===== src/rtl/mill_modif_pkg.sv =====
// rtl/mill_modif_pkg.sv - shared types and symbol mapping for the modified Miller codec
package mill_modif_pkg;

  typedef enum logic [2:0] {
    IDLE,
    SOF,
    DATA,
    EOF0,
    EOF1
  } state_t;

  typedef enum logic [1:0] {
    SYM_X,
    SYM_Y,
    SYM_Z
  } sym_t;

  // A 1 is always X; a 0 is Z after a 0 and Y after a 1.
  function automatic sym_t encode_sym(input logic b, input logic prev);
    if (b) begin
      return SYM_X;
    end else if (prev) begin
      return SYM_Y;
    end else begin
      return SYM_Z;
    end
  endfunction

endpackage


===== src/rtl/mill_modif_etu_cnt.sv =====
// rtl/mill_modif_etu_cnt.sv - bit-period cycle counter with clear and wrap
module mill_modif_etu_cnt #(
  parameter int ETU_CYCLES = 8,
  localparam int CW = $clog2(ETU_CYCLES)
) (
  input  logic          clk,
  input  logic          rst,
  input  logic          clear,
  output logic [CW-1:0] count,
  output logic [CW-1:0] count_n,
  output logic          wrap
);

  assign wrap    = (count == CW'(ETU_CYCLES - 1));
  // count_n is exported so the top can register out_data for the upcoming cycle
  assign count_n = (clear || wrap) ? '0 : count + 1'b1;

  // counter register, wraps on symbol boundaries and holds 0 while cleared
  always_ff @(posedge clk) begin
    if (rst) begin
      count <= '0;
    end else begin
      count <= count_n;
    end
  end

endmodule


===== src/rtl/mill_modif_mod.sv =====
// rtl/mill_modif_mod.sv - modified Miller encoder producing an active-low pause signal
module mill_modif_mod
  import mill_modif_pkg::*;
#(
  parameter int ETU_CYCLES   = 8,
  parameter int PAUSE_CYCLES = 4
) (
  input  logic clk,
  input  logic rst,
  input  logic in_enable,
  input  logic in_valid,
  input  logic in_data,
  input  logic in_last,
  output logic in_ready,
  output logic out_data,
  output logic out_busy
);

  localparam int CW   = $clog2(ETU_CYCLES);
  localparam int HALF = ETU_CYCLES / 2;

  state_t          state, state_n;
  logic            bit_q, bit_n;
  logic            last_q, last_n;
  logic            prev_q, prev_n;
  logic            clear;
  logic            wrap;
  logic [CW-1:0]   k;
  logic [CW-1:0]   k_n;
  sym_t            sym_n;
  logic            pause_n;

  function automatic logic is_pause(input sym_t s, input logic [CW-1:0] kk);
    case (s)
      SYM_X:   return (int'(kk) >= HALF) && (int'(kk) < HALF + PAUSE_CYCLES);
      SYM_Z:   return int'(kk) < PAUSE_CYCLES;
      default: return 1'b0;
    endcase
  endfunction

  mill_modif_etu_cnt #(
    .ETU_CYCLES(ETU_CYCLES)
  ) u_etu_cnt (
    .clk    (clk),
    .rst    (rst),
    .clear  (clear),
    .count  (k),
    .count_n(k_n),
    .wrap   (wrap)
  );

  // strobe only at the last cycle of SOF, or of a DATA symbol that is not the last bit
  assign in_ready = wrap && ((state == SOF) || ((state == DATA) && !last_q));

  // counter stays at 0 in IDLE and restarts whenever the frame ends or aborts
  assign clear = (state == IDLE) || (state_n == IDLE);

  // next state and next bit/last/prev; prev tracks the bit before the current symbol
  always_comb begin
    state_n = state;
    bit_n   = bit_q;
    last_n  = last_q;
    prev_n  = prev_q;
    if (!in_enable) begin
      state_n = IDLE;
    end else begin
      case (state)
        IDLE: begin
          if (in_valid) begin
            state_n = SOF;
            bit_n   = 1'b0;
            last_n  = 1'b0;
            prev_n  = 1'b0;
          end
        end
        SOF, DATA: begin
          if (wrap) begin
            prev_n = bit_q;
            if (in_ready && in_valid) begin
              state_n = DATA;
              bit_n   = in_data;
              last_n  = in_last;
            end else begin
              state_n = EOF0;
              bit_n   = 1'b0;
            end
          end
        end
        EOF0: begin
          if (wrap) begin
            state_n = EOF1;
          end
        end
        EOF1: begin
          if (wrap) begin
            state_n = IDLE;
          end
        end
        default: state_n = IDLE;
      endcase
    end
  end

  // symbol of the upcoming cycle; EOF0 carries a 0 so it shares the DATA mapping
  always_comb begin
    sym_n = SYM_Y;
    case (state_n)
      SOF:        sym_n = SYM_Z;
      DATA, EOF0: sym_n = encode_sym(bit_n, prev_n);
      default:    sym_n = SYM_Y;
    endcase
    pause_n = is_pause(sym_n, k_n);
  end

  // state and registered outputs, all computed for the cycle that follows the edge
  always_ff @(posedge clk) begin
    if (rst) begin
      state    <= IDLE;
      bit_q    <= 1'b0;
      last_q   <= 1'b0;
      prev_q   <= 1'b0;
      out_data <= 1'b1;
      out_busy <= 1'b0;
    end else begin
      state    <= state_n;
      bit_q    <= bit_n;
      last_q   <= last_n;
      prev_q   <= prev_n;
      out_data <= !pause_n;
      out_busy <= (state_n != IDLE);
    end
  end

endmodule

===== config.mk =====
export PLATFORM = sky130hd
export DESIGN_NAME = mill_modif_mod
export DESIGN_NICKNAME = d
export VERILOG_FILES = /design/src/rtl/mill_modif_pkg.sv /design/src/rtl/mill_modif_etu_cnt.sv /design/src/rtl/mill_modif_mod.sv
export SDC_FILE = /design/constraint.sdc
export NUM_CORES = 1
export LEC_CHECK = 0
export ABC_CLOCK_PERIOD_IN_PS = 1600
export CAP_MARGIN = 10
export CORE_AREA = 4 4 41 43
export DETAILED_ROUTE_END_ITERATION = 12
export DIE_AREA = 0 0 45 47
export DONT_BUFFER_PORTS = 1
export GPL_ROUTABILITY_DRIVEN = 0
export PLACE_DENSITY = 0.7
export SLEW_MARGIN = 20
export SYNTH_ARGS = -nofsm -noshare
export SYNTH_HDL_FRONTEND = slang
export SYNTH_SLANG_ARGS = --single-unit
export TNS_END_PERCENT = 5

===== constraint.sdc =====
create_clock -name clk -period 1.6 [get_ports clk]
set_clock_uncertainty 0.05 [all_clocks]
set_input_delay 0.32 -clock clk [delete_from_list [all_inputs] [get_ports clk]]
set_output_delay 0.32 -clock clk [all_outputs]
set_load 0.005 [all_outputs]

# == Word level (Yosys, flattened, before mapping) ==
# Cells that the tools add are included.
# word_totals
out_inout_bits,3
in_bits,6
reg_bits,11
# classes
n_addsub,1
muxes,25
magnitude_cmp,2
reduce_logical,16
n_eq_ne,12
# op_table
op,n
2-to-1 mux 3 bit,6
== test 3 x 2 -> 1 bit (second input constant),4
one-hot mux 3 bit (4 select lines),1
2-to-1 mux 1 bit,11
one-hot mux 1 bit (2 select lines),4
== test 3 x 1 -> 1 bit (second input constant),2
== test 3 bit (second input constant),2
zero test 3 bit,2
AND reduction 5 bit,1
2-to-1 mux 2 bit,2
!= test 2 bit (second input constant),2
one-hot mux 2 bit (2 select lines),1
OR reduction 2 bit,2
adder 3 x 1 -> 3 bit (second input constant),1
greater-or-equal comparator 3 bit (second input constant),1
logical AND 1 bit,3
logical OR 1 bit,3
less-than comparator 3 bit (second input constant),1
nonzero test 3 bit,1
== test 2 bit (second input constant),1
zero test 1 bit,2
zero test 2 bit,1
!= test 2 x 1 -> 1 bit (second input constant),1
nonzero test 2 bit,1

# == Depth between registers and ports, before layout ==
# logic_depth
ltp_word,16
ltp_mapped,7

# == Modules after synthesis ==
# From an unflattened synthesis, not the netlist that was laid out.
# hier_totals
cells_unflattened,76
area_unflattened_um2,641.9
# by_module_without_submodules
mod,seq_area_each_um2,cells_per_inst,instances,area_per_inst_um2
mill_modif_mod,160.2,65,1,513.0
mill_modif_etu_cnt,60.1,11,1,128.9

# == Worst setup path before layout ==
# No wires, ideal clock.
# synth_timing
path_type,flip-flop to flip-flop
startpoint,register u_etu_cnt.count[0]
endpoint,register out_data
period_less_slack_ps,1709
slack_ps,-109
required_ps,1463
stages_incl_launch_ff,8
setup_ps,87
path_buffers,0
t_arrival_ps,1572
path_cell_list,dfxtp_1 -> ha_1 -> ha_1 -> and2b_2 -> o211ai_2 -> o211ai_1 -> o211a_1 -> o31ai_1
# synth_via
elab_chain_cells,14
# synth_rtl
item,line_no,source
"start, declared",mill_modif_etu_cnt.sv:9,"output logic [CW-1:0] count,"
"start signal, assigned",mill_modif_etu_cnt.sv:23,count <= count_n;
== test 3 bit,mill_modif_etu_cnt.sv:14,assign wrap = (count == CW'(ETU_CYCLES - 1));
logical AND 1 bit,mill_modif_mod.sv:53,assign in_ready = wrap && ((state == SOF) || ((state == DATA) && !last_q));
logical AND 1 bit,mill_modif_mod.sv:79,if (in_ready && in_valid) begin
2-to-1 mux 1 bit,mill_modif_mod.sv:79,
2-to-1 mux 3 bit,mill_modif_mod.sv:77,if (wrap) begin
one-hot mux 3 bit (4 select lines),mill_modif_mod.sv:67,case (state)
2-to-1 mux 3 bit,mill_modif_mod.sv:64,if (!in_enable) begin
zero test 3 bit,mill_modif_mod.sv:56,assign clear = (state == IDLE) || (state_n == IDLE);
logical OR 1 bit,mill_modif_mod.sv:56,
logical OR 1 bit,mill_modif_etu_cnt.sv:16,assign count_n = (clear || wrap) ? '0 : count + 1'b1;
2-to-1 mux 3 bit,mill_modif_etu_cnt.sv:16,
less-than comparator 3 bit / greater-or-equal comparator 3 bit (equally long branches),"mill_modif_mod.sv:36, mill_modif_mod.sv:35",
one-hot mux 1 bit (2 select lines) (*),mill_modif_mod.sv:34,case (s)
zero test 1 bit (*),mill_modif_mod.sv:129,out_data <= !pause_n;
"end signal, assigned",mill_modif_mod.sv:129,
"end, declared",mill_modif_mod.sv:15,"output logic out_data,"
# Every way passes the cells marked *; elsewhere a longest branch is shown, timed or not.
# A chain may end at the register's enable or synchronous reset.

# == Worst setup path in the final report ==
# layout_timing
startpoint,register u_etu_cnt.count[0]
endpoint,output in_ready
# layout_via
elab_chain_cells,2
# layout_rtl
item,line_no,source
== test 3 bit,mill_modif_etu_cnt.sv:14,
logical AND 1 bit,mill_modif_mod.sv:53,
"end, declared",mill_modif_mod.sv:14,"output logic in_ready,"
# No other way between the ends.

==> impl_metrics.ini <==
[place]
dpl.hpwl_mm = 1.15
postPlaceCellArea_sq_um = 751
io_buffer_count = 0

[logic_synthesis]
synthDistinctLibCells = 39
seq_area_frac_synth = 0.322
synth_fp_nets = 81
ys_seq_elements = 11
syn_inst = 73
ys_warn_count = 0
syn_area_per_cell_sq_um = 9.36
synth_area_sq_um = 683

[critical_path]
r2r_cells = 8
path_class = reg -> out
slowest_stage = dfxtp_2
rr_endpoint = out_data
path_max_fanout = 4
cp_common_cell = ha_4
timing.rr.start = u_etu_cnt.count[0]
cp_cell_sequence = ha_4 > ha_4 > and2b_2 > buf_6 > o21a_1
required_ns = 1.23
cpPeakStageDelay_ns = 0.34
endpoint_kind = output port
critical_path.startpoint_type = register
cp_top_family = flip-flops
rrSetupSlack_ns = -0.09
critical_path_arrival_ns = 1.41
path_buf_inv = 1

[route]
drtIter0Drc = 12
met2_length_um = 843
vias = 640
drtPass1Iterations = 4
top_layer = met4
viasPerCell = 6.34
wl_per_cell_um = 17.1
drt-met1-wl_um = 768
wl_met3_um = 67
ant_nets = 0
wirelength_mm = 1.73
drc = 0

[timing]
setup_slack_ns = -0.178
hold_viol = 0
relSlewSlack = 0.796
tightest_slew_ns = 0.306
maxSlewViolCount = 0
fin_crit_ns = 1.78
fmax_ghz = 0.562
fin_crit_sh = 1.11
rsz0062_at_grt = yes
setup_viol = 6

[cts]
clk_latency_ns = 0.27
clock-sinks = 11
root_buffer = clkbuf_4
clk_pin_slew_ns = 0.07
cts_tree = yes
cts_hold_buf = 0
cts_buffers = 3
clockBufferDepth = 2
h-tree-depth = 1

[layout]
fin_util = 0.664
n_antenna_cell = 0
layout-drive-gt1-share = 0.407
final_net_count = 95
area_growth_pct = 26.6
final_area_sq_um = 865

[pwr]
power.density_mw_per_mm2 = 599
p_leak_nw = 0.391
irDropWorstVdd_mv = 0.423

[flow_run]
drv_cap = 0

[floorplanning]
fp.dieH_um = 47
num_rows = 13
io_pins = 9
die_w_um = 45
die_area_sq_mm = 0.00212
start_util = 0.525
core_sq_mm = 0.00130

[grt]
first_global_vias = 623
grt_pass1_wl_mm = 2.73
gr-total-overflow = 0
grtUsageTotal = 0.183
antenna_found_initial = 0
grt_max_degree = 13

[hold_path]
min_from = rst
hold-path-endpoint = state[0]
hold_class = in -> reg
hold_depth = 1

[status]
status = finished, violations left
failed_checks = negative setup slack
==> cell families (layout without fill, tap and decap cells) <==
kind of cell	after synthesis	count (layout)	share of synthesized area
flops	11	11	0.322
fa+ha+maj	2	2	0.0366
compound gates	18	18	0.198
buf+inv	5	18	0.0604
xor+xnor	2	2	0.0366
simple gates	35	35	0.346
==> worst max-delay path by stage <==
| stage | start | endpoint | slack (ns) | depth (start not counted) |
|---|---|---|---|---|
| floorplan | u_etu_cnt.count[0] | out_data | 0.006 | 7 |
| global placement | u_etu_cnt.count[0] | u_etu_cnt.count[0] | -0.05 | 7 |
| detailed placement | u_etu_cnt.count[0] | out_data | -0.12 | 7 |
| CTS | u_etu_cnt.count[1] | in_ready | -0.17 | 5 |
| global route | u_etu_cnt.count[0] | in_ready | -0.22 | 5 |
| finish | u_etu_cnt.count[0] | in_ready | -0.18 | 5 |
==> flip-flops by register name, indices dropped and copies added, names as in the netlist <==
signal / count
out_data: 1
last_q: 1
out_busy: 1
bit_q: 1
state: 3
prev_q: 1
u_etu_cnt.count: 3
==> cells in the mapped netlist <==
master / n / area [sq um]
and2_0: 1 / 6.26
o211ai_2: 1 / 12.5
xnor2_2: 1 / 16.3
and2_1: 2 / 12.5
a22oi_1: 1 / 7.51
and2b_2: 3 / 26.3
nand2_2: 1 / 6.26
nand2_4: 1 / 11.3
nand4_1: 1 / 6.26
nor3b_1: 1 / 7.51
o211ai_1: 1 / 7.51
ha_1: 2 / 25.0
o211a_1: 1 / 10.0
a31oi_1: 2 / 12.5
and3_2: 1 / 7.51
clkdlybuf4s50_2: 1 / 11.3
o21a_1: 2 / 15.0
o21ai_0: 1 / 5.00
o31ai_1: 1 / 7.51
xor2_1: 1 / 8.76
and3_1: 2 / 12.5
nor2_1: 6 / 22.5
nand4b_1: 2 / 17.5
nor4_1: 1 / 6.26
nor4b_2: 1 / 15.0
nand2b_1: 3 / 18.8
o221ai_2: 1 / 15.0
a32oi_1: 1 / 8.76
a21oi_1: 5 / 25.0
and3b_1: 2 / 17.5
nand2_1: 1 / 3.75
inv_1: 2 / 7.51
buf_6: 2 / 22.5
nor2b_1: 1 / 6.26
nor3_1: 2 / 10.0
a21oi_2: 1 / 8.76
nand3_1: 2 / 10.0
dfxtp_1: 11 / 220
nor3b_2: 1 / 12.5
==> routing by layer <==
layer | vias to the layer above | global-route usage
li1 | 298 | -
met1 | 313 | 0.211
met2 | 23 | 0.319
met3 | 6 | 0.0230
met4 | 0 | 0.117
met5 | - | 0
==> where the power goes <==
group	total (W)	switching (W)	internal (W)
Sequential	0.000284	0.00000674	0.000277
Clock	0.000195	0.0000981	0.0000966
Combinational	0.0000390	0.0000190	0.0000200
Total	0.000518	0.000124	0.000394
==> stage by stage <==
| stage | setup slack [ns] | power, W | setup TNS (ns) | hold WS (ns) | std cells |
|---|---|---|---|---|---|
| 4_1_cts | -0.169 | 0.000516 | -0.502 | 0.0504 | 101 |
| 5_1_grt | -0.220 | 0.000542 | -1.03 | 0.0458 | 101 |
| 3_3_place_gp | -0.0518 | 0.000322 | -0.162 | 0.342 | 94 |
| 3_5_place_dp | -0.124 | 0.000323 | -0.399 | 0.343 | 94 |
| 2_1_floorplan | 0.00570 | 0.000317 | 0 | 0.436 | 73 |
| 6_report | -0.178 | 0.000518 | -0.458 | 0.0485 | 101 |
==> final cells by class <==
| cell class | count | area [sq um] |
|---|---|---|
| multi-input combinational | 57 | 482 |
| fill | 106 | 437 |
| sequential | 11 | 224 |
| timing repair buffer | 12 | 106 |
| clock buffer | 4 | 26.3 |
| tap | 15 | 18.8 |
| inverter | 2 | 7.51 |
==> placed cells by master, fill, tap and decap left out, types with 3 or more instances in the layout <==
master	instances
and2b_2	3
a21oi_2	3
nor2_1	6
buf_4	10
dfxtp_2	3
clkbuf_4	3
nand2b_1	3
a21oi_1	3
dfxtp_1	8
==> timing repair <==
item                       CTS  global route
gates resized for setup      8             4
buffers inserted             3             0
gates cloned                 0             0
pin swaps                    3             0
setup endpoints to repair    7             9
(Power assumes the default switching activity.)
